--- config.mk ---
export PLATFORM = sky130hd
export DESIGN_NAME = ext_trig_conditioner_flat
export DESIGN_NICKNAME = d
export VERILOG_FILES = /design/src/rtl/ext_trig_conditioner_if.sv /design/src/rtl/ext_trig_conditioner.sv /design/src/flat_wrapper.sv
export SDC_FILE = /design/constraint.sdc
export NUM_CORES = 1
export LEC_CHECK = 0
export CAP_MARGIN = 20
export CORE_MARGIN = 2
export CORE_UTILIZATION = 25
export CTS_CLUSTER_SIZE = 28
export DETAILED_ROUTE_END_ITERATION = 16
export GPL_ROUTABILITY_DRIVEN = 0
export SLEW_MARGIN = 25
export SYNTH_ARGS = -nofsm -noshare
export SYNTH_HDL_FRONTEND = slang
export SYNTH_SLANG_ARGS = --single-unit
--- constraint.sdc ---
create_clock -name adc_clk_i -period 3.5 [get_ports adc_clk_i]
set_clock_uncertainty 0.2 [all_clocks]
set_input_delay 0.7 -clock adc_clk_i [delete_from_list [all_inputs] [get_ports adc_clk_i]]
set_output_delay 0.7 -clock adc_clk_i [all_outputs]
set_load 0.005 [all_outputs]
--- src/rtl/ext_trig_conditioner_if.sv ---
`default_nettype none
// ============================================================================
// Module   : ext_trig_conditioner_if
// Brief    : Trigger-pin, configuration and status bundle for ext_trig_conditioner.
// Revision : 1.0
// ============================================================================
interface ext_trig_conditioner_if #(
  parameter int DEB_W = 20,
  parameter int HO_W  = 32,
  parameter int CNT_W = 32
);
  logic             trig_i;
  logic             enable_i;
  logic             cfg_act_lvl_i;
  logic [DEB_W-1:0] cfg_deb_i;
  logic [HO_W-1:0]  cfg_holdoff_i;
  logic             cnt_clr_i;
  logic             trig_o;
  logic             trig_lvl_o;
  logic             busy_o;
  logic [CNT_W-1:0] trig_cnt_o;

  modport master (
    output trig_i, enable_i, cfg_act_lvl_i, cfg_deb_i, cfg_holdoff_i, cnt_clr_i,
    input  trig_o, trig_lvl_o, busy_o, trig_cnt_o
  );

  modport slave (
    input  trig_i, enable_i, cfg_act_lvl_i, cfg_deb_i, cfg_holdoff_i, cnt_clr_i,
    output trig_o, trig_lvl_o, busy_o, trig_cnt_o
  );
endinterface
`default_nettype wire

--- src/rtl/ext_trig_conditioner.sv ---
`default_nettype none
// ============================================================================
// Module   : ext_trig_conditioner
// Brief    : Synchronise, debounce and edge-qualify the external trigger pin,
//            with hold-off and a trigger event counter.
// Revision : 1.0
// ============================================================================
module ext_trig_conditioner #(
  parameter int SYNC_STAGES = 2,
  parameter int DEB_W       = 20,
  parameter int HO_W        = 32,
  parameter int CNT_W       = 32
) (
  input wire adc_clk_i,
  input wire adc_rstn_i,
  ext_trig_conditioner_if.slave bus
);

  localparam logic [DEB_W-1:0] C_DEB_ONE = DEB_W'(1);
  localparam logic [HO_W-1:0]  C_HO_ONE  = HO_W'(1);
  localparam logic [CNT_W-1:0] C_CNT_ONE = CNT_W'(1);

  typedef enum logic [0:0] {
    ST_IDLE    = 1'b0,
    ST_HOLDOFF = 1'b1
  } state_t;

  logic [SYNC_STAGES-1:0] r_sync;
  logic [SYNC_STAGES-1:0] r_vld;
  logic [DEB_W-1:0]       r_deb_cnt;
  logic                   r_lvl;
  logic                   r_lvl_d;
  logic                   r_armed;
  state_t                 r_state;
  logic [HO_W-1:0]        r_ho_cnt;
  logic                   r_trig;
  logic                   r_busy;
  logic [CNT_W-1:0]       r_cnt;

  logic w_vld;
  logic w_n;
  logic w_edge;

  // r_vld marks when the synchroniser output reflects the pin rather than reset zeros.
  assign w_vld  = r_vld[SYNC_STAGES-1];
  assign w_n    = r_sync[SYNC_STAGES-1] ^ ~bus.cfg_act_lvl_i;
  assign w_edge = r_lvl & ~r_lvl_d & r_armed;

  // A pin already active when reset releases must first go inactive before
  // any edge is honoured; r_armed enforces that.
  always_ff @(posedge adc_clk_i or negedge adc_rstn_i) begin
    if (!adc_rstn_i) begin
      r_sync    <= '0;
      r_vld     <= '0;
      r_deb_cnt <= '0;
      r_lvl     <= 1'b0;
      r_lvl_d   <= 1'b0;
      r_armed   <= 1'b0;
    end else begin
      r_sync  <= {r_sync[SYNC_STAGES-2:0], bus.trig_i};
      r_vld   <= {r_vld[SYNC_STAGES-2:0], 1'b1};
      r_lvl_d <= r_lvl;
      if (w_vld && !w_n) begin
        r_armed <= 1'b1;
      end
      if (!w_vld || (w_n == r_lvl)) begin
        r_deb_cnt <= '0;
      end else if (r_deb_cnt < bus.cfg_deb_i) begin
        r_deb_cnt <= r_deb_cnt + C_DEB_ONE;
      end else begin
        r_lvl     <= ~r_lvl;
        r_deb_cnt <= '0;
      end
    end
  end

  always_ff @(posedge adc_clk_i or negedge adc_rstn_i) begin
    if (!adc_rstn_i) begin
      r_state  <= ST_IDLE;
      r_ho_cnt <= '0;
      r_trig   <= 1'b0;
      r_busy   <= 1'b0;
      r_cnt    <= '0;
    end else begin
      r_trig <= 1'b0;
      if (bus.cnt_clr_i) begin
        r_cnt <= '0;
      end else if (bus.enable_i && w_edge && (r_state == ST_IDLE)) begin
        r_cnt <= r_cnt + C_CNT_ONE;
      end

      if (!bus.enable_i) begin
        r_state  <= ST_IDLE;
        r_ho_cnt <= '0;
        r_busy   <= 1'b0;
      end else begin
        case (r_state)
          ST_IDLE: begin
            if (w_edge) begin
              r_trig <= 1'b1;
              if (bus.cfg_holdoff_i != '0) begin
                r_ho_cnt <= bus.cfg_holdoff_i;
                r_state  <= ST_HOLDOFF;
                r_busy   <= 1'b1;
              end
            end
          end
          ST_HOLDOFF: begin
            if (r_ho_cnt <= C_HO_ONE) begin
              r_state <= ST_IDLE;
              r_busy  <= 1'b0;
            end else begin
              r_ho_cnt <= r_ho_cnt - C_HO_ONE;
            end
          end
          default: begin
            r_state <= ST_IDLE;
            r_busy  <= 1'b0;
          end
        endcase
      end
    end
  end

  assign bus.trig_o     = r_trig;
  assign bus.trig_lvl_o = r_lvl;
  assign bus.busy_o     = r_busy;
  assign bus.trig_cnt_o = r_cnt;

endmodule
`default_nettype wire

--- src/flat_wrapper.sv ---
// flat-port wrapper written by rule: the top's interface ports become plain ports
module ext_trig_conditioner_flat 
#(
  parameter int SYNC_STAGES = 2,
  parameter int DEB_W       = 20,
  parameter int HO_W        = 32,
  parameter int CNT_W       = 32
)
  (adc_clk_i, adc_rstn_i, bus_trig_i, bus_enable_i, bus_cfg_act_lvl_i, bus_cfg_deb_i, bus_cfg_holdoff_i, bus_cnt_clr_i, bus_trig_o, bus_trig_lvl_o, bus_busy_o, bus_trig_cnt_o);
  ext_trig_conditioner_if #(.DEB_W(DEB_W), .HO_W(HO_W), .CNT_W(CNT_W)) bus_i ();
  input wire adc_clk_i;
  input wire adc_rstn_i;
  input wire logic [$bits(bus_i.trig_i)-1:0] bus_trig_i;
  input wire logic [$bits(bus_i.enable_i)-1:0] bus_enable_i;
  input wire logic [$bits(bus_i.cfg_act_lvl_i)-1:0] bus_cfg_act_lvl_i;
  input wire logic [$bits(bus_i.cfg_deb_i)-1:0] bus_cfg_deb_i;
  input wire logic [$bits(bus_i.cfg_holdoff_i)-1:0] bus_cfg_holdoff_i;
  input wire logic [$bits(bus_i.cnt_clr_i)-1:0] bus_cnt_clr_i;
  output wire logic [$bits(bus_i.trig_o)-1:0] bus_trig_o;
  output wire logic [$bits(bus_i.trig_lvl_o)-1:0] bus_trig_lvl_o;
  output wire logic [$bits(bus_i.busy_o)-1:0] bus_busy_o;
  output wire logic [$bits(bus_i.trig_cnt_o)-1:0] bus_trig_cnt_o;
  assign bus_i.trig_i = bus_trig_i;
  assign bus_i.enable_i = bus_enable_i;
  assign bus_i.cfg_act_lvl_i = bus_cfg_act_lvl_i;
  assign bus_i.cfg_deb_i = bus_cfg_deb_i;
  assign bus_i.cfg_holdoff_i = bus_cfg_holdoff_i;
  assign bus_i.cnt_clr_i = bus_cnt_clr_i;
  assign bus_trig_o = bus_i.trig_o;
  assign bus_trig_lvl_o = bus_i.trig_lvl_o;
  assign bus_busy_o = bus_i.busy_o;
  assign bus_trig_cnt_o = bus_i.trig_cnt_o;
  ext_trig_conditioner #(.SYNC_STAGES(SYNC_STAGES), .DEB_W(DEB_W), .HO_W(HO_W), .CNT_W(CNT_W)) u_core (.adc_clk_i(adc_clk_i), .adc_rstn_i(adc_rstn_i), .bus(bus_i));
endmodule
Yosys cells after proc, flatten, opt, wreduce, memory -nomap -nowiden
Cells that the tools add are included.
{"block": "totals", "regBits": 94, "word_cells": 63}
{"block": "op_classes", "mux": 22, "magnitude_cmp": 2, "add_sub_neg": 3, "bitwise": 9, "reduce_logical": 11, "eq_ne": 5}
{"operator": "$mux 32", "count": 6}
{"operator": "$pmux 32 s2", "count": 1}
{"operator": "$mux 20", "count": 2}
{"operator": "$add 32x1->32 const B", "count": 1}
{"operator": "$le 32x1->1 const B", "count": 1}
{"operator": "$reduce_bool 32->1", "count": 1}
{"operator": "$sub 32x1->32 const B", "count": 1}
{"operator": "$add 20x1->20 const B", "count": 1}
{"operator": "$lt 20x20->1", "count": 1}
{"operator": "$mux 1", "count": 11}
{"operator": "$ne 3x3->1 const B", "count": 3}
{"operator": "$not 1->1", "count": 6}
{"operator": "$reduce_and 3->1", "count": 2}
{"operator": "$pmux 1 s2", "count": 2}
{"operator": "$logic_and 1x1->1", "count": 3}
{"operator": "$ne 3x2->1 const B", "count": 1}
{"operator": "$and 1x1->1", "count": 2}
{"operator": "$logic_not 1->1", "count": 2}
{"operator": "$reduce_and 2->1", "count": 1}
{"operator": "$reduce_bool 2->1", "count": 1}
{"operator": "$eq 1x1->1", "count": 1}
{"operator": "$logic_or 1x1->1", "count": 1}
{"operator": "$xor 1x1->1", "count": 1}

Logic depth before layout (Yosys ltp)
Gate-level depths: netlist of run 1.
{"block": "depth", "word_depth": 7, "ltp_mapped": 10}

Worst setup path before layout of run 1
OpenSTA, ideal clock, no wires.
{"block": "synth_timing", "path_type": "input to register", "from": "input bus_cfg_deb_i[1]", "to": "register u_core.r_deb_cnt[10]", "setup_ns": 0.072, "stages": 8, "arrival_time_ns": 2.346, "required_ns": 3.228, "slack_ns": 0.881, "cell_sequence": "inv_1 > ha_1 > a2111o_1 > a21oi_1 > o311ai_0 > or3b_2 > clkbuf_1 > nor2_1"}
{"block": "synth_between", "elab_chain_cells": 3}
{"item": "from (decl)", "line_no": "flat_wrapper.sv:16", "source": "input wire logic [$bits(bus_i.cfg_deb_i)-1:0] bus_cfg_deb_i;"}
{"item": "$lt 20x20->1", "line_no": "ext_trig_conditioner.sv:68", "source": "end else if (r_deb_cnt < bus.cfg_deb_i) begin"}
{"item": "$mux 20", "line_no": "ext_trig_conditioner.sv:68"}
{"item": "$mux 20", "line_no": "ext_trig_conditioner.sv:66", "source": "if (!w_vld || (w_n == r_lvl)) begin"}
{"item": "to (signal assigned)", "line_no": "ext_trig_conditioner.sv:69", "source": "r_deb_cnt <= r_deb_cnt + C_DEB_ONE;"}
{"item": "to (decl)", "line_no": "ext_trig_conditioner.sv:30", "source": "logic [DEB_W-1:0] r_deb_cnt;"}
Every way passes these cells.
A chain may end at the register's enable or synchronous reset.

Worst setup path after layout of run 1
{"block": "layout_timing", "from": "input bus_cfg_deb_i[1]", "to": "register u_core.r_deb_cnt[15]"}
Same word-level chain as after synthesis.

==> impl_metrics.json, run 1 <==
{
  "avgRoutedWirePerCell_um": 14.5,
  "synthCells": 616,
  "power.density_nw_per_um2": 337,
  "grt_max_degree": 61,
  "cts_setup_buffers": 0,
  "hold_viol_final": 0,
  "synth_area_leader_cell": "dfrtp_1",
  "synth-simple-area-share": 0.250,
  "synth_ff_type": "dfrtp_1",
  "drt-pass1-iter-count": 4,
  "whs_ns": 0.127,
  "drive_gt1_frac": 0.0587,
  "fmax_mhz": 325,
  "nFillCells": 2338,
  "place_inst": 981,
  "synth_top_family_by_area": "simple AND/OR/NAND/NOR gates",
  "netlist.area_leader.share": 0.420,
  "rr_endpoint": "u_core.r_ho_cnt[5]$_DFFE_PN0P_",
  "diodes": 0,
  "final_cell_mix": "97 x nor2_1, 93 x dfrtp_1, 91 x clkdlybuf4s50_1",
  "cts_resized": 0,
  "fin_setup_tns_ns": 0,
  "setup-violations-final": 0,
  "cts_tree": "yes",
  "rr_worst_depth": 7,
  "ir_drop_v": 0.000201,
  "port_buffers": 92,
  "ys_seq_area_frac": 0.420,
  "worstSetupEndpointType": "flip-flop",
  "htree_levels": 3,
  "synth.area.top_cells": "dfrtp_1 42%, xor2_1 7.0%, nor2_1 6.5%",
  "grt_use_total": 0.125,
  "cts_root_buf": "clkbuf_16",
  "multi_input_area_sq_um": 3030,
  "hold_class": "input pin to async pin",
  "core_area_sq_um": 21900,
  "relSlewSlack": 0.508,
  "synth_edf_count": 0,
  "postSynthAreaPerCell_sq_um": 9.10,
  "clk_latency_ns": 0.34,
  "p_leak_uw": 0.00323,
  "r2r_slack_ns": 0.71,
  "stdcell_area_sq_um": 7210,
  "die_y_um": 154,
  "synthMuxAreaShare": 0.0147,
  "regArea_sq_um": 2350,
  "yosysUniqueCellTypes": 60,
  "start_kind": "input pin",
  "synth-compound-area-share": 0.111,
  "drtAntennaViolNets": 0,
  "layout_commonest_cell": "nor2_1",
  "grt_overflow": 0,
  "worst_pin_slew_ns": 0.731,
  "row_count": 54,
  "path_clk_slew_ns": 0.07,
  "synthXorXnorAreaFrac": 0.114,
  "instances_no_fill": 996,
  "dp_hpwl_um": 10500,
  "routed_via_density": 4.80,
  "timing.max_cap.violations": 0,
  "rsz0062_at_grt": "no",
  "synth-adder-area-share": 0.0513,
  "num_io_pins": 93,
  "period_minus_slack_ns": 3.07,
  "max-clock-path-buffers": 2,
  "area_growth_pct": 28.6,
  "ys_warn_count": 0,
  "vias": 4783,
  "syn-num-nets": 697,
  "status": "complete, no violations",
  "grt_pass1_wl_um": 24200,
  "postCtsHoldBufs": 0,
  "fp.dieArea_sq_um": 23600,
  "path_class": "input pin to flip-flop",
  "die_x_um": 154,
  "syn_area_sq_um": 5610,
  "start_util": 0.256,
  "numCtsBuffers": 9,
  "antenna_found_initial": 0,
  "report.final.slew_viol_count": 0,
  "crit_required_ns": 3.57,
  "placed_area_sq_um": 6890,
  "wirelength_um": 14400,
  "synthArstFlopShare": 1.00,
  "arrival_ns": 3.15,
  "drc_errors": 0,
  "grt_pass1_vias": 4769,
  "final_nets": 793,
  "fin_crit_sh": 0.878,
  "cts_sinks": 94,
  "ys_ff_latch": 94,
  "critPathMaxFanout": 20,
  "drt_iter0_markers": 187,
  "r2r-start": "u_core.r_ho_cnt[12]$_DFFE_PN0P_"
}
[power breakdown]
| group | internal, uW | total (uW) | switching [uW] | leakage [uW] |
|---|---|---|---|---|
| clock network | 629 | 1070 | 439 | 0.000157 |
| registers | 1090 | 1100 | 6.91 | 0.00128 |
| logic | 126 | 261 | 136 | 0.00179 |
[worst max-delay path, stage by stage]
cell	delay, ns
clkdlybuf4s50_1	0.45
inv_1	0.04
ha_1	0.28
a2111o_1	0.37
a21oi_1	0.24
o311ai_0	0.19
or3b_2	0.69
nor2_1	0.18
[layout make-up]
type | instances | share of cell area
clock inverters | 6 | 0.0127
multi-input cells | 472 | 0.421
well taps | 280 | 0.0486
inverters | 30 | 0.0160
flip-flops and latches | 94 | 0.326
clock buffers | 9 | 0.0312
repair buffers | 105 | 0.144
[flip-flops by register name, indices dropped and copies added (netlist names)]
register and cells:
u_core.bus.busy_o 1, u_core.bus.trig_cnt_o 32, u_core.bus.trig_lvl_o 1, u_core.bus.trig_o 1, u_core.r_armed 1, u_core.r_deb_cnt 20, u_core.r_ho_cnt 32, u_core.r_lvl_d 1
u_core.r_state 1, u_core.r_sync 2, u_core.r_vld 2
[metal layers]
layer / vias up / GRT usage / wire, um
met4: 0 / 0.0262 / 99
met1: 2274 / 0.167 / 6900
met2: 131 / 0.204 / 6630
met5: - / 0 / 0
li1: 2370 / - / -
met3: 8 / 0.0333 / 788
[cells by family after synthesis]
family                   Yosys count
buffers and inverters             50
XOR/XNOR                          73
AND/OR/NAND/NOR                  275
other                              1
flip-flops                        94
AO/OA/AOI/OAI                     92
multiplexers                       8
adder cells (fa/ha/maj)           23
[synthesized netlist by cell type, types with 3 or more instances]
library cell,number
and4_1,4
buf_6,3
or4_1,3
xor2_1,45
nor2b_1,3
or3_1,6
nor2_1,97
nand2_1,35
nor3_1,22
nand4b_1,3
a22o_1,19
clkbuf_1,12
a21oi_1,31
a21o_1,5
ha_1,23
inv_1,29
a221oi_1,4
nand4_1,15
nand3_1,38
mux2i_1,6
dfrtp_1,94
and2_1,3
nor4_1,16
o21ai_0,17
and3_1,12
xnor2_1,28
[how the worst max path moves through the flow]
stage,from,endpoint,slack (ns),cells after the start
after floorplan,bus_cfg_deb_i[1],u_core.r_deb_cnt[10]$_DFF_PN0_,0.88,8
after global placement,bus_cfg_deb_i[1],u_core.r_deb_cnt[8]$_DFF_PN0_,0.11,8
after detailed placement,bus_cfg_deb_i[1],u_core.r_deb_cnt[15]$_DFF_PN0_,0.02,8
after CTS,bus_cfg_deb_i[1],u_core.r_deb_cnt[15]$_DFF_PN0_,0.38,8
after global routing,bus_cfg_deb_i[1],u_core.r_deb_cnt[15]$_DFF_PN0_,0.27,8
final,bus_cfg_deb_i[1],u_core.r_deb_cnt[15]$_DFF_PN0_,0.43,8
[stage by stage]
step / total power (uW) / setup WS (ns) / utilization
after floorplan: 1250 / 0.881 / -
final: 2430 / 0.428 / 0.329
after global placement: 1380 / 0.114 / 0.315
after detailed placement: 1380 / 0.0204 / 0.315
after CTS: 2470 / 0.379 / 0.329
after global routing: 2540 / 0.266 / 0.329
No activity file was read; power rests on OpenSTA's default activity.
==> run 2: changes to the inputs <==
--- a/config.mk
+++ b/config.mk
@@ -6,7 +6,7 @@
 export NUM_CORES = 1
 export LEC_CHECK = 0
 export CAP_MARGIN = 20
-export CORE_MARGIN = 2
+export CORE_MARGIN = 3
 export CORE_UTILIZATION = 25
 export CTS_CLUSTER_SIZE = 28
 export DETAILED_ROUTE_END_ITERATION = 16
==> run 2 against run 1 <==
Critical path depth unchanged; first-iteration DRC count increased by 20%; sequential power about the same; via count decreased by 1.6%; power increased by 0.26%; count of clock-buffer cells in the layout unchanged; wire length increased by 1.3%; final area about the same; utilization decreased by 0.090 points; largest power group unchanged.
==> impl_metrics.json, run 2 (synthesized netlist as in run 1, its figures left out) <==
{
  "fin_setup_tns_ns": 0,
  "crit_slowest_cell": "or3b_2",
  "routed_via_density": 4.72,
  "num_io_pins": 93,
  "htree_levels": 3,
  "clk_latency_ns": 0.36,
  "drc_errors": 0,
  "relSlewSlack": 0.546,
  "antenna_found_initial": 0,
  "diodes": 0,
  "die_y_um": 156,
  "layout_commonest_cell": "nor2_1",
  "final_nets": 795,
  "report.final.slew_viol_count": 0,
  "vias": 4707,
  "start_util": 0.255,
  "instances_no_fill": 998,
  "setup-violations-final": 0,
  "path_clk_slew_ns": 0.06,
  "max-clock-path-buffers": 2,
  "place_inst": 983,
  "wirelength_um": 14600,
  "row_count": 54,
  "postCtsHoldBufs": 0,
  "grt_max_degree": 62,
  "grt_pass1_vias": 4701,
  "fp.dieArea_sq_um": 24300,
  "critPathMaxFanout": 20,
  "hold_viol_final": 0,
  "drt_iter0_markers": 224,
  "hold_class": "input pin to async pin",
  "core_area_sq_um": 22000,
  "cts_resized": 0,
  "final.setup.worst_slack_ns": 0.447,
  "status": "complete, no violations",
  "dp_hpwl_um": 10700,
  "drt-pass1-iter-count": 4,
  "drive_gt1_frac": 0.0613,
  "numCtsBuffers": 9,
  "timing.max_cap.violations": 0,
  "cts_sinks": 94,
  "power.density_nw_per_um2": 337,
  "die_x_um": 156,
  "period_minus_slack_ns": 3.05,
  "fin_crit_sh": 0.872,
  "crit_path_max_incr_delay_ns": 0.69,
  "final_cell_mix": "97 x nor2_1, 93 x dfrtp_1, 91 x clkdlybuf4s50_1",
  "avgRoutedWirePerCell_um": 14.6,
  "cts_root_buf": "clkbuf_16",
  "port_buffers": 92,
  "start_kind": "input pin",
  "ir_drop_v": 0.000205,
  "p_leak_uw": 0.00324,
  "grt_use_total": 0.124,
  "fin_util": 0.328,
  "cts_setup_buffers": 0,
  "worstSetupEndpointType": "flip-flop",
  "cts_tree": "yes",
  "rsz0062_at_grt": "no",
  "stdcell_area_sq_um": 7210,
  "grt_overflow": 0,
  "place_worst_setup_slack_ns": 0.0568,
  "worstPathCellList": "clkdlybuf4s50_1 > inv_1 > ha_1 > a2111o_1 > a21oi_1 > o311ai_0 > or3b_2 > nor2_1",
  "crit_required_ns": 3.57,
  "path_class": "input pin to flip-flop",
  "grt_pass1_wl_um": 24400,
  "placed_area_sq_um": 6900,
  "drtAntennaViolNets": 0,
  "worst_pin_slew_ns": 0.676,
  "area_growth_pct": 28.7,
  "arrival_ns": 3.13,
  "fmax_mhz": 328
}
[run 2: cell types whose count changed in the layout (fill, tap and decap cells not counted)]
cell    change
buf_4       +3
buf_12      -1
[run 2: per-stage QoR]
stage | hold slack, ns | power (uW)
after floorplan | 0.131 | 1250
after global placement | 0.132 | 1380
after detailed placement | 0.141 | 1380
after CTS | 0.156 | 2470
after global routing | 0.162 | 2550
final | 0.152 | 2430
[run 2: cell type report]
| type | instances | area, sq um |
|---|---|---|
| Fill cell | 2258 | 14700 |
| Multi-Input combinational cell | 472 | 3030 |
| Sequential cell | 94 | 2350 |
| Timing Repair Buffer | 107 | 1040 |
| Tap cell | 280 | 350 |
| Clock buffer | 9 | 225 |
| Inverter | 30 | 115 |
| Clock inverter | 6 | 91.3 |
[run 2: worst paths after layout]
| path | end | start | cells past startpoint | slack [ns] |
|---|---|---|---|---|
| hold / removal | u_core.bus.busy_o$_DFFE_PN0P_ | adc_rstn_i | 1 | 0.15 |
| hold reg to reg | u_core.r_vld[1]$_DFF_PN0_ | u_core.r_vld[0]$_DFF_PN0_ | 0 | 0.15 |
| min in group adc_clk_i | u_core.r_vld[1]$_DFF_PN0_ | u_core.r_vld[0]$_DFF_PN0_ | 0 | 0.15 |
| max in group asynchronous | u_core.r_deb_cnt[3]$_DFF_PN0_ | adc_rstn_i | 2 | 2.22 |
| setup / recovery | u_core.r_deb_cnt[3]$_DFF_PN0_ | bus_cfg_deb_i[1] | 8 | 0.45 |
| setup reg to reg | u_core.r_ho_cnt[5]$_DFFE_PN0P_ | u_core.r_ho_cnt[12]$_DFFE_PN0P_ | 7 | 0.72 |
[run 2: critical path, delay by kind of cell]
kind,cells,cell delay [ns]
fa+ha+maj,1,0.28
buf+inv,2,0.49
simple gates,2,0.86
compound gates,3,0.79
[run 2: power breakdown]
group | leakage [uW] | internal, uW | switching, uW
sequential | 0.00128 | 1090 | 6.95
combinational | 0.00180 | 125 | 135
clock | 0.000157 | 629 | 446
total | 0.00324 | 1850 | 588
[run 2: metal layers]
metal	routed length (um)	global-route usage	vias to the layer above
met5	0	0	-
met2	6680	0.196	110
met3	750	0.0233	10
met1	7020	0.175	2216
met4	155	0.0311	0
li1	-	-	2371
==> run 3: changes to the inputs <==
--- a/config.mk
+++ b/config.mk
@@ -11,6 +11,7 @@
 export CTS_CLUSTER_SIZE = 28
 export DETAILED_ROUTE_END_ITERATION = 16
 export GPL_ROUTABILITY_DRIVEN = 0
+export HOLD_SLACK_MARGIN = 0.15
 export SLEW_MARGIN = 25
 export SYNTH_ARGS = -nofsm -noshare
 export SYNTH_HDL_FRONTEND = slang
==> results of run 3 <==
Final layout, timing and power as in run 2 (identical DEF).
